$ cat config.mk
export PLATFORM = sky130hd
export DESIGN_NAME = stream_demux_1to2
export DESIGN_NICKNAME = d
export VERILOG_FILES = /design/src/rtl/stream_demux_1to2.sv
export SDC_FILE = /design/constraint.sdc
export NUM_CORES = 1
export LEC_CHECK = 0
export ABC_CLOCK_PERIOD_IN_PS = 5500
export CAP_MARGIN = 30
export CORE_MARGIN = 1
export CORE_UTILIZATION = 55
export DETAILED_ROUTE_END_ITERATION = 6
export GPL_TIMING_DRIVEN = 0
export PLACE_DENSITY = 0.84
export SLEW_MARGIN = 30
export SYNTH_ARGS = -nofsm -noshare
export SYNTH_HDL_FRONTEND = slang
export SYNTH_SLANG_ARGS = --single-unit
$ cat constraint.sdc
create_clock -name clk -period 5.5 [get_ports clk]
set_clock_uncertainty 0.1 [all_clocks]
set_input_delay 1.1 -clock clk [delete_from_list [all_inputs] [get_ports clk]]
set_output_delay 1.1 -clock clk [all_outputs]
set_load 0.01 [all_outputs]
$ cat src/rtl/stream_demux_1to2.sv
// Registered 1-to-2 stream demux with a 2-entry register FIFO per output; one cycle input-to-output.
// A full output buffer deasserts s_ready only for beats selecting it; the other output keeps flowing.

module stream_fifo2 #(
    parameter int DW = 8
) (
    input  logic          clk,
    input  logic          rst,
    input  logic          push,
    input  logic [DW-1:0] din,
    input  logic          pop,
    output logic [DW-1:0] dout,
    output logic [1:0]    occ
);
    logic [DW-1:0] mem [2];
    logic          rd_ptr;
    logic          wr_ptr;

    always_ff @(posedge clk) begin
        if (rst) begin
            mem[0] <= '0;
            mem[1] <= '0;
            rd_ptr <= 1'b0;
            wr_ptr <= 1'b0;
            occ    <= 2'd0;
        end else begin
            if (push) begin
                mem[wr_ptr] <= din;
                wr_ptr      <= ~wr_ptr;
            end
            if (pop) begin
                rd_ptr <= ~rd_ptr;
            end
            case ({push, pop})
                2'b10:   occ <= occ + 2'd1;
                2'b01:   occ <= occ - 2'd1;
                default: occ <= occ;
            endcase
        end
    end

    assign dout = mem[rd_ptr];
endmodule

module stream_demux_1to2 #(
    parameter int DW    = 8,
    parameter int CNT_W = 8
) (
    input  logic             clk,
    input  logic             rst,
    input  logic             s_valid,
    output logic             s_ready,
    input  logic [DW-1:0]    s_data,
    input  logic             s_sel,
    output logic             m0_valid,
    input  logic             m0_ready,
    output logic [DW-1:0]    m0_data,
    output logic             m1_valid,
    input  logic             m1_ready,
    output logic [DW-1:0]    m1_data,
    output logic [CNT_W-1:0] cnt0,
    output logic [CNT_W-1:0] cnt1
);
    logic [1:0] occ0;
    logic [1:0] occ1;
    logic [1:0] occ_sel;
    logic       accept;
    logic       push0;
    logic       push1;
    logic       pop0;
    logic       pop1;

    // Full is judged on current occupancy only, so a same-cycle pop cannot make room.
    assign occ_sel = s_sel ? occ1 : occ0;
    assign s_ready = ~rst & (occ_sel != 2'd2);
    assign accept  = s_valid & s_ready;
    assign push0   = accept & ~s_sel;
    assign push1   = accept & s_sel;

    assign m0_valid = (occ0 != 2'd0);
    assign m1_valid = (occ1 != 2'd0);
    assign pop0     = m0_valid & m0_ready;
    assign pop1     = m1_valid & m1_ready;

    stream_fifo2 #(.DW(DW)) u_buf0 (
        .clk  (clk),
        .rst  (rst),
        .push (push0),
        .din  (s_data),
        .pop  (pop0),
        .dout (m0_data),
        .occ  (occ0)
    );

    stream_fifo2 #(.DW(DW)) u_buf1 (
        .clk  (clk),
        .rst  (rst),
        .push (push1),
        .din  (s_data),
        .pop  (pop1),
        .dout (m1_data),
        .occ  (occ1)
    );

    always_ff @(posedge clk) begin
        if (rst) begin
            cnt0 <= '0;
            cnt1 <= '0;
        end else begin
            if (pop0) cnt0 <= cnt0 + 1'b1;
            if (pop1) cnt1 <= cnt1 + 1'b1;
        end
    end
endmodule
After elaboration in Yosys (flattened, before gate mapping)
Memory sizes are Yosys's and may differ from the RTL's. A register that Yosys moved wholly into a read port is not among the register bits.
Cells that the tools add are included.
{"block": "word_totals", "regBits": 24, "latchBits": 0, "ramBits": 32, "mem_bits_ro": 0, "input_bits": 14, "output_inout_bits": 35, "word_cells": 60, "memories": 2}
{"block": "op_classes", "addsub": 6, "mul": 0, "div_mod_pow": 0, "order_cmp": 0, "eq_ne": 5, "shift": 0, "mux": 21, "n_bitwise": 12, "reduce_logical": 6}
{"memory": "u_buf0.mem", "words": 2, "word_bits": 8, "read_ports": 1, "rd_ports_with_merged_regs": 1, "wr": 2, "line": "15", "source": "logic [DW-1:0] mem [2];"}
{"memory": "u_buf1.mem", "words": 2, "word_bits": 8, "read_ports": 1, "rd_ports_with_merged_regs": 1, "wr": 2, "line": "15"}
{"op": "adder 8 x 1 -> 8 bit, second input constant", "count": 2}
{"op": "two-way mux 1 bit", "count": 16}
{"op": "two-way mux 8 bit", "count": 2}
{"op": "OR reduction 8 bit", "count": 2}
{"op": "case mux 2 bit (2 select lines)", "count": 2}
{"op": "nonzero test 2 bit", "count": 4}
{"op": "AND 1 bit", "count": 6}
{"op": "NOT 1 bit", "count": 6}
{"op": "adder 2 x 1 -> 2 bit, second input constant", "count": 2}
{"op": "== test 2 x 1 -> 1 bit, second input constant", "count": 2}
{"op": "== test 2 bit, second input constant", "count": 2}
{"op": "subtractor 2 x 1 -> 2 bit, second input constant", "count": 2}
{"op": "two-way mux 2 bit", "count": 1}
{"op": "!= test 2 bit, second input constant", "count": 1}

Depth between registers and ports, before layout
Gate-level depths: netlist (run 1).
{"block": "depth", "ltp_word": 10, "mapped_depth": 8, "ltp_nobuf": 7}

Modules after synthesis
From an unflattened synthesis (run 1), not the netlist that was laid out.
{"block": "unflattened", "cells_unflattened": 232, "area_unflattened_um2": 2543.7}
{"mod": "stream_fifo2", "instances": 2, "cells_each": 73, "area_per_inst_um2": 894.6, "seq_area_each_um2": 580.6}
{"mod": "stream_demux_1to2", "instances": 1, "cells_each": 86, "area_per_inst_um2": 754.5, "seq_area_each_um2": 320.3}

Worst setup path after synthesis (run 1)
OpenSTA, ideal clock, no wires.
{"block": "synth_timing", "path_kind": "input port to output port", "start": "input rst", "end": "output s_ready", "arrival_time_ns": 1.739, "required_ns": 4.300, "setup_slack_ns": 2.561, "cell_stages": 3, "path_buffers": 2, "path_cell_list": "clkbuf_1 -> clkbuf_1 -> a21oi_1"}
{"block": "synth_between", "elab_chain_len": 2}
{"item": "start: declaration", "line": "50", "source": "input logic rst,"}
{"item": "NOT 1 bit", "line": "75", "source": "assign s_ready = ~rst & (occ_sel != 2'd2);"}
{"item": "AND 1 bit", "line": "75"}
{"item": "end: declaration", "line": "52", "source": "output logic s_ready,"}
No other way between the ends.

Worst setup path after layout (run 1)
Same ends and word-level chain as after synthesis.

==> results of run 1 <==
[final timing paths]
path	start	endpoint	slack (ns)	depth (start not counted)
worst max register to register	u_buf0.occ[0]	u_buf0.occ[1]	3.49	7
worst min register to register	cnt1[7]	cnt1[7]	0.39	2
worst max-delay path	rst	s_ready	1.30	5
worst min-delay path	cnt1[7]	cnt1[7]	0.39	2
[area by class of cell]
class,instances,area (um^2),share of cell area [%]
well taps,52,65.1,1.99
flip-flops and latches,58,1480,45.2
clock buffers,11,131,4.01
clock inverters,5,78.8,2.41
multi-input cells,161,985,30.1
repair buffers,47,470,14.4
plain buffers,10,40.0,1.22
inverters,6,22.5,0.688
[flip-flops by register name, indices dropped and copies added (netlist names), named ones only]
signal         cells
cnt0               8
cnt1               8
u_buf0.mem        16
u_buf0.occ         2
u_buf0.rd_ptr      1
u_buf0.wr_ptr      1
u_buf1.mem        16
u_buf1.occ         2
u_buf1.rd_ptr      1
u_buf1.wr_ptr      1
[power groups by stage]
stage	registers [mW]	clock network, mW	logic [mW]
finish	0.502	0.422	0.209
global placement	0.510	0	0.204
CTS	0.502	0.425	0.211
floorplan	0.509	0	0.123
detailed placement	0.511	0	0.209
global route	0.505	0.442	0.228
[synthesized netlist by cell type, types with 3 or more instances]
| cell | n |
|---|---|
| or2_2 | 3 |
| o21ai_0 | 9 |
| nor2_1 | 46 |
| or4_1 | 6 |
| o31ai_1 | 4 |
| inv_1 | 6 |
| ha_1 | 4 |
| mux2_2 | 16 |
| clkbuf_1 | 8 |
| nand4_1 | 10 |
| xor2_1 | 8 |
| edfxtp_1 | 32 |
| nand3_1 | 4 |
| nand2_1 | 17 |
| dfxtp_1 | 26 |
| a21oi_1 | 12 |
| or3_1 | 6 |
[critical path, cell delays in order]
cell             delay [ns]
clkdlybuf4s50_1        0.48
clkbuf_1               0.38
clkbuf_1               0.44
a21oi_1                0.07
clkdlybuf4s50_1        0.52
[placed cells by master, fill, tap and decap left out]
| cell | n |
|---|---|
| edfxtp_1 | 32 |
| nand3_1 | 4 |
| o21ai_1 | 1 |
| o31ai_1 | 4 |
| nand2_1 | 17 |
| clkdlybuf4s50_1 | 47 |
| clkbuf_1 | 10 |
| mux2i_1 | 2 |
| a31oi_1 | 1 |
| a31o_2 | 2 |
| nand4_1 | 10 |
| or3_1 | 6 |
| buf_2 | 2 |
| o211ai_1 | 2 |
| xnor2_1 | 2 |
| o21a_1 | 1 |
| and4_1 | 1 |
| nor2_1 | 46 |
| inv_1 | 6 |
| nand2b_1 | 2 |
| ha_1 | 4 |
| o21ai_2 | 2 |
| clkbuf_8 | 9 |
| clkinvlp_4 | 2 |
| or2_2 | 3 |
| bufinv_16 | 2 |
| dfxtp_1 | 26 |
| xor2_1 | 8 |
| o21ai_0 | 8 |
| mux2_2 | 16 |
| clkinv_1 | 1 |
| or4_1 | 6 |
| a21oi_1 | 12 |
| and2_1 | 1 |
[metal layers]
layer | track usage, % | vias up | wire length, um
met4 | 8.67 | 0 | 72
met2 | 38.6 | 64 | 2640
met5 | 0 | - | 0
li1 | - | 953 | -
met3 | 6.54 | 8 | 332
met1 | 28.6 | 977 | 2300
[stage by stage]
step                hold WS (ns)  util, %
floorplan                  0.372        -
global placement           0.366     69.9
detailed placement         0.374     69.9
CTS                        0.386     74.7
global route               0.423     74.7
finish                     0.385     74.7
[logic make-up (layout without fill, tap and decap cells)]
family / Yosys count / after routing / share of synthesized area (%)
AOI/OAI and AO/OA: 33 / 33 / 7.87
xor gates and xnor gates: 10 / 10 / 3.46
adders and majority gates: 4 / 4 / 1.98
buffers and inverters: 16 / 79 / 2.47
DFF: 58 / 58 / 58.6
muxes: 18 / 18 / 7.92
and+or+nand+nor: 96 / 96 / 17.7
==> insert_results.sql, run 1 <==
INSERT INTO impl_metrics (metric_group, metric, value, unit) VALUES
('status', 'outcome', 'finished, final reports clean', ''),
('timing', 'slew_viol_final', '0', ''),
('synthesis', 'synthCells', '235', ''),
('clock_tree', 'post-cts-setup-buffer-count', '0', ''),
('detailed_routing', 'drc', '0', ''),
('global_route', 'grt_max_degree', '11', ''),
('timing', 'timing_hold_violations_final', '0', ''),
('worst_setup_path', 'worstSetupEndpointType', 'output port', ''),
('clock_tree', 'cts.root.buffer_cell', 'clkbuf_8', ''),
('clock_tree', 'tritoncts_clock_tree', 'done', ''),
('finish', 'num_antenna_cells', '0', ''),
('clock_tree', 'clk-insertion-delay-late', '0.33', 'ns'),
('detailed_routing', 'routed-via-count', '2002', ''),
('clock_tree', 'cts_max_path_buffers', '2', ''),
('clock_tree', 'cts.sinks', '58', ''),
('placed_design', 'detailed_place.area', '3060', 'um^2'),
('timing', 'worst_slew_pin_slew', '0.776', 'ns'),
('pwr', 'power.total', '1.13', 'mW'),
('flow_run', 'maxCapViolCount', '0', ''),
('clock_tree', 'clkSlewWorstSetupHoldPaths', '0.06', 'ns'),
('placed_design', 'place_inst', '334', ''),
('clock_tree', 'cts-buffers-inserted', '9', ''),
('synthesis', 'synthesis.area', '2530', 'um^2'),
('global_route', 'globalRoute.totalOverflow', '0', ''),
('detailed_routing', 'antenna_violating_nets_post_route', '0', ''),
('pwr', 'static_leakage', '1.19', 'nW'),
('synthesis', 'synth.area.top_cells', 'edfxtp_1 38%, dfxtp_1 21%, mux2_2 7.1%', ''),
('detailed_routing', 'drt-pass1-iter-count', '4', ''),
('synthesis', 'synth.net_count', '253', ''),
('global_route', 'grt_first_pass_wirelength', '8.72', 'mm'),
('timing', 'slew_headroom', '47.9', '%'),
('finish', 'syn_to_final_growth', '29.5', '%'),
('synthesis', 'post_synth_num_cell_types', '28', ''),
('pwr', 'ratio_of_total_power_to_cell_area', '346', 'nW/um^2'),
('detailed_routing', 'routed_wirelength', '5.34', 'mm'),
('detailed_routing', 'wl_per_cell', '15.3', 'um'),
('finish', 'final_nets', '311', ''),
('pwr', 'clock_network_power_share', '37.3', '%'),
('clock_tree', 'cts_htree_levels', '3', ''),
('floorplan', 'placement_rows', '24', ''),
('pwr', 'seqPwrFrac', '44.3', '%'),
('worst_setup_path', 'cp_data_required_time', '4.30', 'ns'),
('pwr', 'sw_frac_of_total', '25.1', '%'),
('floorplan', 'die_h', '69.8', 'um'),
('worst_setup_path', 'type_of_the_worst_setup_path', 'primary input to output port', ''),
('pwr', 'power_report.internal_total', '849', 'uW'),
('floorplan', 'floorplan.io_pins', '49', ''),
('synthesis', 'synth-main-ff-cell', 'edfxtp_1', ''),
('finish', 'finalNonFillerCells', '350', ''),
('timing', 'layout_min_cycle_time', '4.20', 'ns'),
('global_route', 'grt_util_all_layers', '23.2', '%'),
('synthesis', 'synth_async_sr_flop_share', '0', '%'),
('hold_path', 'hold_class', 'flop to flop', ''),
('worst_setup_path', 'maximum_net_fanout_on_the_critical_path', '10', ''),
('timing', 'period_share', '76.3', '%'),
('synthesis', 'synth-seq-cells', '58', ''),
('clock_tree', 'cts_hold_buf', '0', ''),
('finish', 'final_layout_size_suffix_gt1_share', '12.8', '%'),
('synthesis', 'synth_largest_area_cell', 'edfxtp_1', ''),
('floorplan', 'die-area', '4870', 'um^2'),
('timing', 'timing.final.ws_setup', '1.30', 'ns'),
('timing', 'achievable_freq', '0.238', 'GHz'),
('detailed_routing', 'drt_iter0_markers', '130', ''),
('placed_design', 'detailed_place_hpwl', '3.54', 'mm'),
('placed_design', 'port_buffers', '47', ''),
('pwr', 'peak_ir_drop_on_the_vdd_network', '281', 'uV'),
('clock_tree', 'post_cts.resized_instances', '0', ''),
('synthesis', 'synth_seq_area_share', '58.6', '%'),
('placed_design', 'finalWeightedCongestion', '0.771', ''),
('synthesis', 'synthesis.yosys.warnings', '0', ''),
('placed_design', 'dpl_worst_slack', '1.30', 'ns');
Note: power is estimated with default switching activity, not from simulation.
==> inputs of run 2 (changes only) <==
--- a/config.mk
+++ b/config.mk
@@ -5,13 +5,13 @@
 export SDC_FILE = /design/constraint.sdc
 export NUM_CORES = 1
 export LEC_CHECK = 0
-export ABC_CLOCK_PERIOD_IN_PS = 5500
+export ABC_CLOCK_PERIOD_IN_PS = 3500
 export CAP_MARGIN = 30
 export CORE_MARGIN = 1
-export CORE_UTILIZATION = 55
+export CORE_UTILIZATION = 46
 export DETAILED_ROUTE_END_ITERATION = 6
 export GPL_TIMING_DRIVEN = 0
-export PLACE_DENSITY = 0.84
+export PLACE_DENSITY = 0.75
 export SLEW_MARGIN = 30
 export SYNTH_ARGS = -nofsm -noshare
 export SYNTH_HDL_FRONTEND = slang
==> constraint.sdc (replaced) <==
create_clock -name clk -period 3.5 [get_ports clk]
set_clock_uncertainty 0.1 [all_clocks]
set_input_delay 0.7 -clock clk [delete_from_list [all_inputs] [get_ports clk]]
set_output_delay 0.7 -clock clk [all_outputs]
set_load 0.01 [all_outputs]
==> run 2 against run 1 <==
  * Final area fell by 0.38%
  * Via count fell by 3.1%
  * Clock-buffer cell count fell by 1
  * Flip-flop and latch count did not move
  * Cell count rose by 4.9%
  * Worst hold slack improved by 0.0023 ns
  * Critical path type unchanged
  * Largest cell class unchanged
  * Highest routed layer unchanged
==> insert_results.sql, run 2 (synthesized netlist as in run 1, its figures left out) <==
INSERT INTO impl_metrics (metric_group, metric, value, unit) VALUES
('placed_design', 'finalWeightedCongestion', '0.720', ''),
('worst_setup_path', 'worstSetupEndpointType', 'output port', ''),
('worst_setup_path', 'critical_path.reg2reg.startpoint', 'u_buf0.occ[0]', ''),
('clock_tree', 'cts_max_path_buffers', '2', ''),
('worst_setup_path', 'setup.worst_path.start_class', 'primary input', ''),
('timing', 'period_share', '95.5', '%'),
('hold_path', 'worstHoldStart', 'cnt0[7]', ''),
('worst_setup_path', 'maximum_net_fanout_on_the_critical_path', '10', ''),
('detailed_routing', 'routed_wirelength', '5.12', 'mm'),
('detailed_routing', 'drt-pass1-iter-count', '4', ''),
('clock_tree', 'post_cts.resized_instances', '0', ''),
('worst_setup_path', 'crit_start', 'rst', ''),
('worst_setup_path', 'crit-reg2reg-capture', 'u_buf0.occ[1]', ''),
('clock_tree', 'cts_hold_buf', '0', ''),
('detailed_routing', 'drt_iter0_markers', '126', ''),
('clock_tree', 'clk-insertion-delay-late', '0.33', 'ns'),
('timing', 'setup-violations-final', '0', ''),
('timing', 'worst_slack_on_hold_paths', '0.388', 'ns'),
('timing', 'worst_slew_pin_slew', '0.737', 'ns'),
('timing', 'timing.final.ws_setup', '0.159', 'ns'),
('placed_design', 'dpl_worst_slack', '0.101', 'ns'),
('floorplan', 'starting_density', '48.6', '%'),
('placed_design', 'detailed_place_hpwl', '3.42', 'mm'),
('worst_setup_path', 'cp_data_required_time', '2.70', 'ns'),
('finish', 'final_layout_size_suffix_gt1_share', '12.5', '%'),
('global_route', 'globalRoute.totalOverflow', '0', ''),
('global_route', 'number_of_antenna_violations_at_the_first_check_in_global_routing', '0', ''),
('worst_setup_path', 'arrival', '2.54', 'ns'),
('clock_tree', 'post-cts-setup-buffer-count', '0', ''),
('worst_setup_path', 'type_of_the_worst_setup_path', 'primary input to output port', ''),
('finish', 'syn_to_final_growth', '29.0', '%'),
('finish', 'num_antenna_cells', '0', ''),
('clock_tree', 'clkSlewWorstSetupHoldPaths', '0.06', 'ns'),
('detailed_routing', 'drc', '0', ''),
('clock_tree', 'cts.root.buffer_cell', 'clkbuf_8', ''),
('hold_path', 'min_to', 'cnt0[7]', ''),
('global_route', 'grt_first_pass_wirelength', '8.32', 'mm'),
('pwr', 'static_leakage', '1.19', 'nW'),
('finish', 'mostFrequentLayoutCell', 'clkdlybuf4s50_1', ''),
('global_route', 'grt_max_degree', '11', ''),
('detailed_routing', 'wl_per_cell', '14.0', 'um'),
('finish', 'n_fill_cell', '431', ''),
('timing', 'achievable_freq', '0.299', 'GHz'),
('floorplan', 'placement_rows', '26', ''),
('global_route', 'grt_pass1_vias', '1770', ''),
('timing', 'layout_min_cycle_time', '3.34', 'ns'),
('hold_path', 'hold_class', 'flop to flop', ''),
('timing', 'rsz0062_at_grt', 'no', ''),
('detailed_routing', 'routed-via-count', '1940', ''),
('status', 'outcome', 'finished, final reports clean', ''),
('floorplan', 'floorplan_core_area', '5200', 'um^2'),
('clock_tree', 'tritoncts_clock_tree', 'done', ''),
('placed_design', 'port_buffers', '47', ''),
('floorplan', 'die-area', '5800', 'um^2'),
('clock_tree', 'cts-buffers-inserted', '9', ''),
('floorplan', 'dieWidth', '76.1', 'um'),
('worst_setup_path', 'rrSetupSlack', '1.49', 'ns'),
('detailed_routing', 'via_per_inst', '5.29', ''),
('timing', 'final.setup.tns', '0', 'ns'),
('finish', 'final_cell_mix', '47 x clkdlybuf4s50_1, 46 x nor2_1, 32 x edfxtp_1', ''),
('detailed_routing', 'antenna_violating_nets_post_route', '0', ''),
('pwr', 'ratio_of_total_power_to_cell_area', '516', 'nW/um^2'),
('global_route', 'grt_util_all_layers', '19.0', '%'),
('floorplan', 'floorplan.io_pins', '49', ''),
('timing', 'slew_headroom', '50.5', '%'),
('timing', 'slew_viol_final', '0', ''),
('pwr', 'peak_ir_drop_on_the_vdd_network', '447', 'uV'),
('clock_tree', 'cts_htree_levels', '3', ''),
('floorplan', 'die_h', '76.1', 'um'),
('hold_path', 'worst_hold_path.num_cells', '2', ''),
('flow_run', 'maxCapViolCount', '0', ''),
('clock_tree', 'cts.sinks', '58', ''),
('finish', 'layout_top_registers', 'u_buf0.mem x16, u_buf1.mem x16', ''),
('finish', 'final_nets', '311', ''),
('timing', 'timing_hold_violations_final', '0', ''),
('worst_setup_path', 'r2r.worst_path.cells', '7', '');
## run 2: cell types whose count changed in the layout (fill, tap and decap cells not counted)
cell,change
clkinv_1,+1
bufinv_16,-1
clkbuf_1,-1
clkinv_2,+2
clkinvlp_4,-2
## run 2: metrics by stage
step	power [mW]	cells	utilization [%]	area, um^2
6_report	1.68	367	62.7	3260
5_1_grt	1.76	367	62.7	3260
4_1_cts	1.69	367	62.7	3260
3_5_place_dp	1.13	352	59.3	3090
3_3_place_gp	1.12	352	59.3	3090
2_1_floorplan	0.993	235	-	2530
## run 2: final cells by class
class	instances	area [um^2]	share of cell area, %
inverter	6	22.5	0.690
clock inverter	5	47.5	1.46
sequential	58	1480	45.4
timing repair buffer	47	470	14.4
buffer	10	40.0	1.23
tap	70	87.6	2.69
multi-input combinational	161	985	30.2
clock buffer	10	128	3.91
## run 2: worst max-delay path: stages
cell,delay [ns]
clkdlybuf4s50_1,0.47
clkbuf_1,0.36
clkbuf_1,0.42
a21oi_1,0.08
clkdlybuf4s50_1,0.51
## run 2: per-layer routing
layer,track usage [%],part of all wire [%],up-vias,wire length (um)
met4,8.65,2.4,0,123
met1,23.6,45,911,2300
met5,0,0,-,0
met2,29.5,46,61,2380
met3,7.07,6.4,12,326
li1,-,-,956,-
## run 2: worst max path at each step
stage,cells after the start,end
3_5_place_dp,5,s_ready
2_1_floorplan,7,u_buf0.occ[1]
5_1_grt,5,s_ready
6_report,5,s_ready
4_1_cts,5,s_ready
3_3_place_gp,5,s_ready
## run 2: power breakdown
part	leakage, nW	internal (mW)	switching, mW	total (mW)
clock	0.0910	0.317	0.252	0.569
combinational	0.550	0.167	0.159	0.326
sequential	0.546	0.768	0.0207	0.788
==> edit 1, RTL diff (config.mk and constraints of run 1) <==
Make the reset (`rst`) asynchronous in 2 clocked blocks.
--- a/src/rtl/stream_demux_1to2.sv
+++ b/src/rtl/stream_demux_1to2.sv
@@ -18,3 +18,3 @@
 
-    always_ff @(posedge clk) begin
+    always_ff @(posedge clk or posedge rst) begin
         if (rst) begin
@@ -104,3 +104,3 @@
 
-    always_ff @(posedge clk) begin
+    always_ff @(posedge clk or posedge rst) begin
         if (rst) begin
Function: differs if rst is asserted again (counterexample within 4 cycles, from zero or initial values and one cycle with rst high); with rst held inactive, the same outputs for 4 cycles.
==> edit 1 against run 1 <==
Routed wire length down 14%; sequential share of layout area is 2.1 points lower; sequential cell count shrank 2; area after synthesis is 1.9% higher; fmax increased by 22%; worst setup slack improved by 0.75 ns; hold slack worse by 0.011 ns; synthesized cell count decreased by 22%; register-to-register slack gained 0.19 ns; final cell count fell by 17%; non-clock buffer count decreased by 4; cell area is 0.76% lower; critical endpoint unchanged.
Power is not compared: it rests on default switching activity, and its combinational part moved more than twofold at a synthesized area within 25%.
==> edit 1: results (changes against run 1) <==
placed standard-cell area=3130 um2 (+2.3%); Final GP Congestion=0.749 (-2.9%); fraction of layout cells with a size suffix above 1=0.296 (+0.168); post-route insts no fill=292 (-17%); Hold EP=cnt0[7]$_DFFE_PP0P_; placed cells=284 (-15%); Synth area leaders=dfrtp_1 54%, mux2_2 17%, xnor2_1 5.4%; Syn Area/Cell=14.0 um2 (+30%); vias in the first global route=1,624 (-11%); Worst Tran Pin Value=0.557 ns (-0.218 ns); hold depth=1 (-1); Worst path max stage delay=0.54 ns (+0.02 ns); Synth Area in XOR/XNOR=0.0816 (+0.0470); Synth async-reset ratio=1.00 (+1.00); fillers=307 (-6.7%); first-pass GRT wire length=7920 um (-9.2%); M1 GR Usage=0.287 (+0.00180); mux share of post-synthesis cell area=0.225 (+0.146); outcome=complete, no violations; worst r2r src=u_buf0.occ[0]$_DFFE_PP0P_; DRT iter0 DRCs=88 (-32%); GRT met2 Usage=0.331 (-0.0545); complex-gate fraction of the synthesized area=0.00680 (-0.0719); fin nets=257 (-17%); Mapped Nets=202 (-20%); Synth top cells by count=56 x dfrtp_1, 40 x mux2_2, 16 x xnor2_1, 12 x nand2_1; post-synth cell types=27 (-3.6%); Post-DP HPWL=3260 um (-7.9%); met3 usage=0.0491 (-0.0163)
## edit 1: worst max-delay path by stage
stage	to	startpoint	slack, ns
finish	s_ready	rst	2.05
CTS	s_ready	rst	2.04
detailed placement	s_ready	rst	2.05
global route	s_ready	rst	1.97
floorplan	s_ready	s_sel	2.76
global placement	u_buf1.mem[15]$_DFFE_PP0P_	rst	1.89
## edit 1: kinds of logic after synthesis
family	after synthesis
fa+ha+maj	4
buf+inv	8
mux	49
flops	56
compound gates	2
simple gates	41
xor+xnor	24
## edit 1: metal layers
metal	wire [um]	vias to the layer above
li1	-	743
met3	180	7
met4	50	0
met2	2150	36
met5	0	-
met1	2200	767
## edit 1: area by class of cell
| cell class | count | share of cell area |
|---|---|---|
| flip-flops and latches | 56 | 0.431 |
| plain buffers | 5 | 0.0123 |
| clock inverters | 3 | 0.0142 |
| inverters | 3 | 0.00424 |
| well taps | 52 | 0.0200 |
| repair buffers | 48 | 0.151 |
| clock buffers | 5 | 0.0212 |
| multi-input cells | 120 | 0.346 |
==> edit 2, RTL diff (config.mk and constraints of run 1) <==
Without the edit above. Change the parameter `CNT_W` from 8 to 7.
--- a/src/rtl/stream_demux_1to2.sv
+++ b/src/rtl/stream_demux_1to2.sv
@@ -46,3 +46,3 @@
     parameter int DW    = 8,
-    parameter int CNT_W = 8
+    parameter int CNT_W = 7
 ) (
Ports: changed (resized cnt0 and cnt1); port bits go from 49 to 47. No check against the original RTL was run, so the function may have changed too.
==> edit 2 against run 1 <==
Power is 16% lower; non-clock buffer count is 3 lower; utilization is 0.17 points lower; sequential power is 3% lower; worst setup slack got worse by 0.045 ns; largest cell class unchanged; routed wire length down 14%; sequential cell count decreased by 2; highest routed layer unchanged; cell area fell by 6.3%; area after synthesis down 3.6%.
==> edit 2: results (changes against run 1) <==
vias in the first global route=1,637 (-10%); CTS H-Tree Depth=2 (-1); largest net degree at the start of global routing=17 (+6); outcome=complete, no violations; mux share of post-synthesis cell area=0.0914 (+0.0122); Synth area leaders=edfxtp_1 39%, dfxtp_1 20%, mux2_2 8.3%; post-route insts no fill=328 (-6.3%); Worst Tran Pin Value=0.703 ns (-0.0730 ns); complex-gate fraction of the synthesized area=0.0755 (-0.00321); detailed-route wire length=4590 um (-14%); GRT met2 Usage=0.364 (-0.0217); r2r setup slk=3.52 ns (+0.03 ns); fin nets=295 (-5.1%); placed cells=320 (-4.2%); pre-CTS WS=1.30 ns (+0.00414 ns); P_sw=0.241 mW (-15%); fillers=303 (-7.9%); VDD IR-drop max=271 uV (-3.5%); Hold EP=cnt0[6]$_SDFFE_PP0P_; post-synthesis sequential area ratio=0.591 (+0.00553); PortBufs=46 (-2.1%); Synth Area in Adders=0.0205 (+0.000742); M1 GR Usage=0.266 (-0.0193); DRT iter0 DRCs=200 (+54%); Static Leak=1.15 nW (-4.0%); post-synth cell types=30 (+7.1%); first-pass GRT wire length=7290 um (-16%); Post-DP HPWL=3220 um (-9.0%)
-- edit 2: power by group through the flow --
stage               logic (mW)  registers (mW)  clock network [mW]
global route             0.230           0.492               0.280
floorplan                0.122           0.496                   0
detailed placement       0.207           0.498                   0
global placement         0.203           0.497                   0
finish                   0.209           0.489               0.258
CTS                      0.210           0.489               0.262
-- edit 2: critical path, cell delays in order --
cell             delay (ns)
clkdlybuf4s50_1        0.51
clkbuf_1               0.37
clkbuf_1               0.44
a21oi_1                0.10
clkdlybuf4s50_1        0.51
-- edit 2: layout make-up --
type | count | area share
Inverter | 6 | 0.00734
Timing Repair Buffer | 46 | 0.150
Sequential cell | 56 | 0.470
Clock buffer | 5 | 0.0224
Multi-Input combinational cell | 154 | 0.307
Clock inverter | 3 | 0.0122
Buffer | 8 | 0.0106
Tap cell | 50 | 0.0204
-- edit 2: stage by stage --
step	hold WS [ns]	instance area (um2)
4_1_cts	0.392	3070
5_1_grt	0.429	3070
3_3_place_gp	0.372	2960
2_1_floorplan	0.372	2440
6_report	0.385	3070
3_5_place_dp	0.380	2960
-- edit 2: kinds of logic after synthesis --
| logic type | Yosys count |
|---|---|
| buffers and inverters | 14 |
| xor gates and xnor gates | 10 |
| and+or+nand+nor | 90 |
| DFF | 56 |
| adders and majority gates | 4 |
| muxes | 20 |
| AOI/OAI and AO/OA | 30 |
-- edit 2: per-layer routing --
metal  routed length, um  vias up
li1                    -      898
met1                2020      831
met2                2190       58
met3                 293       10
met4                  92        0
met5                   0        -
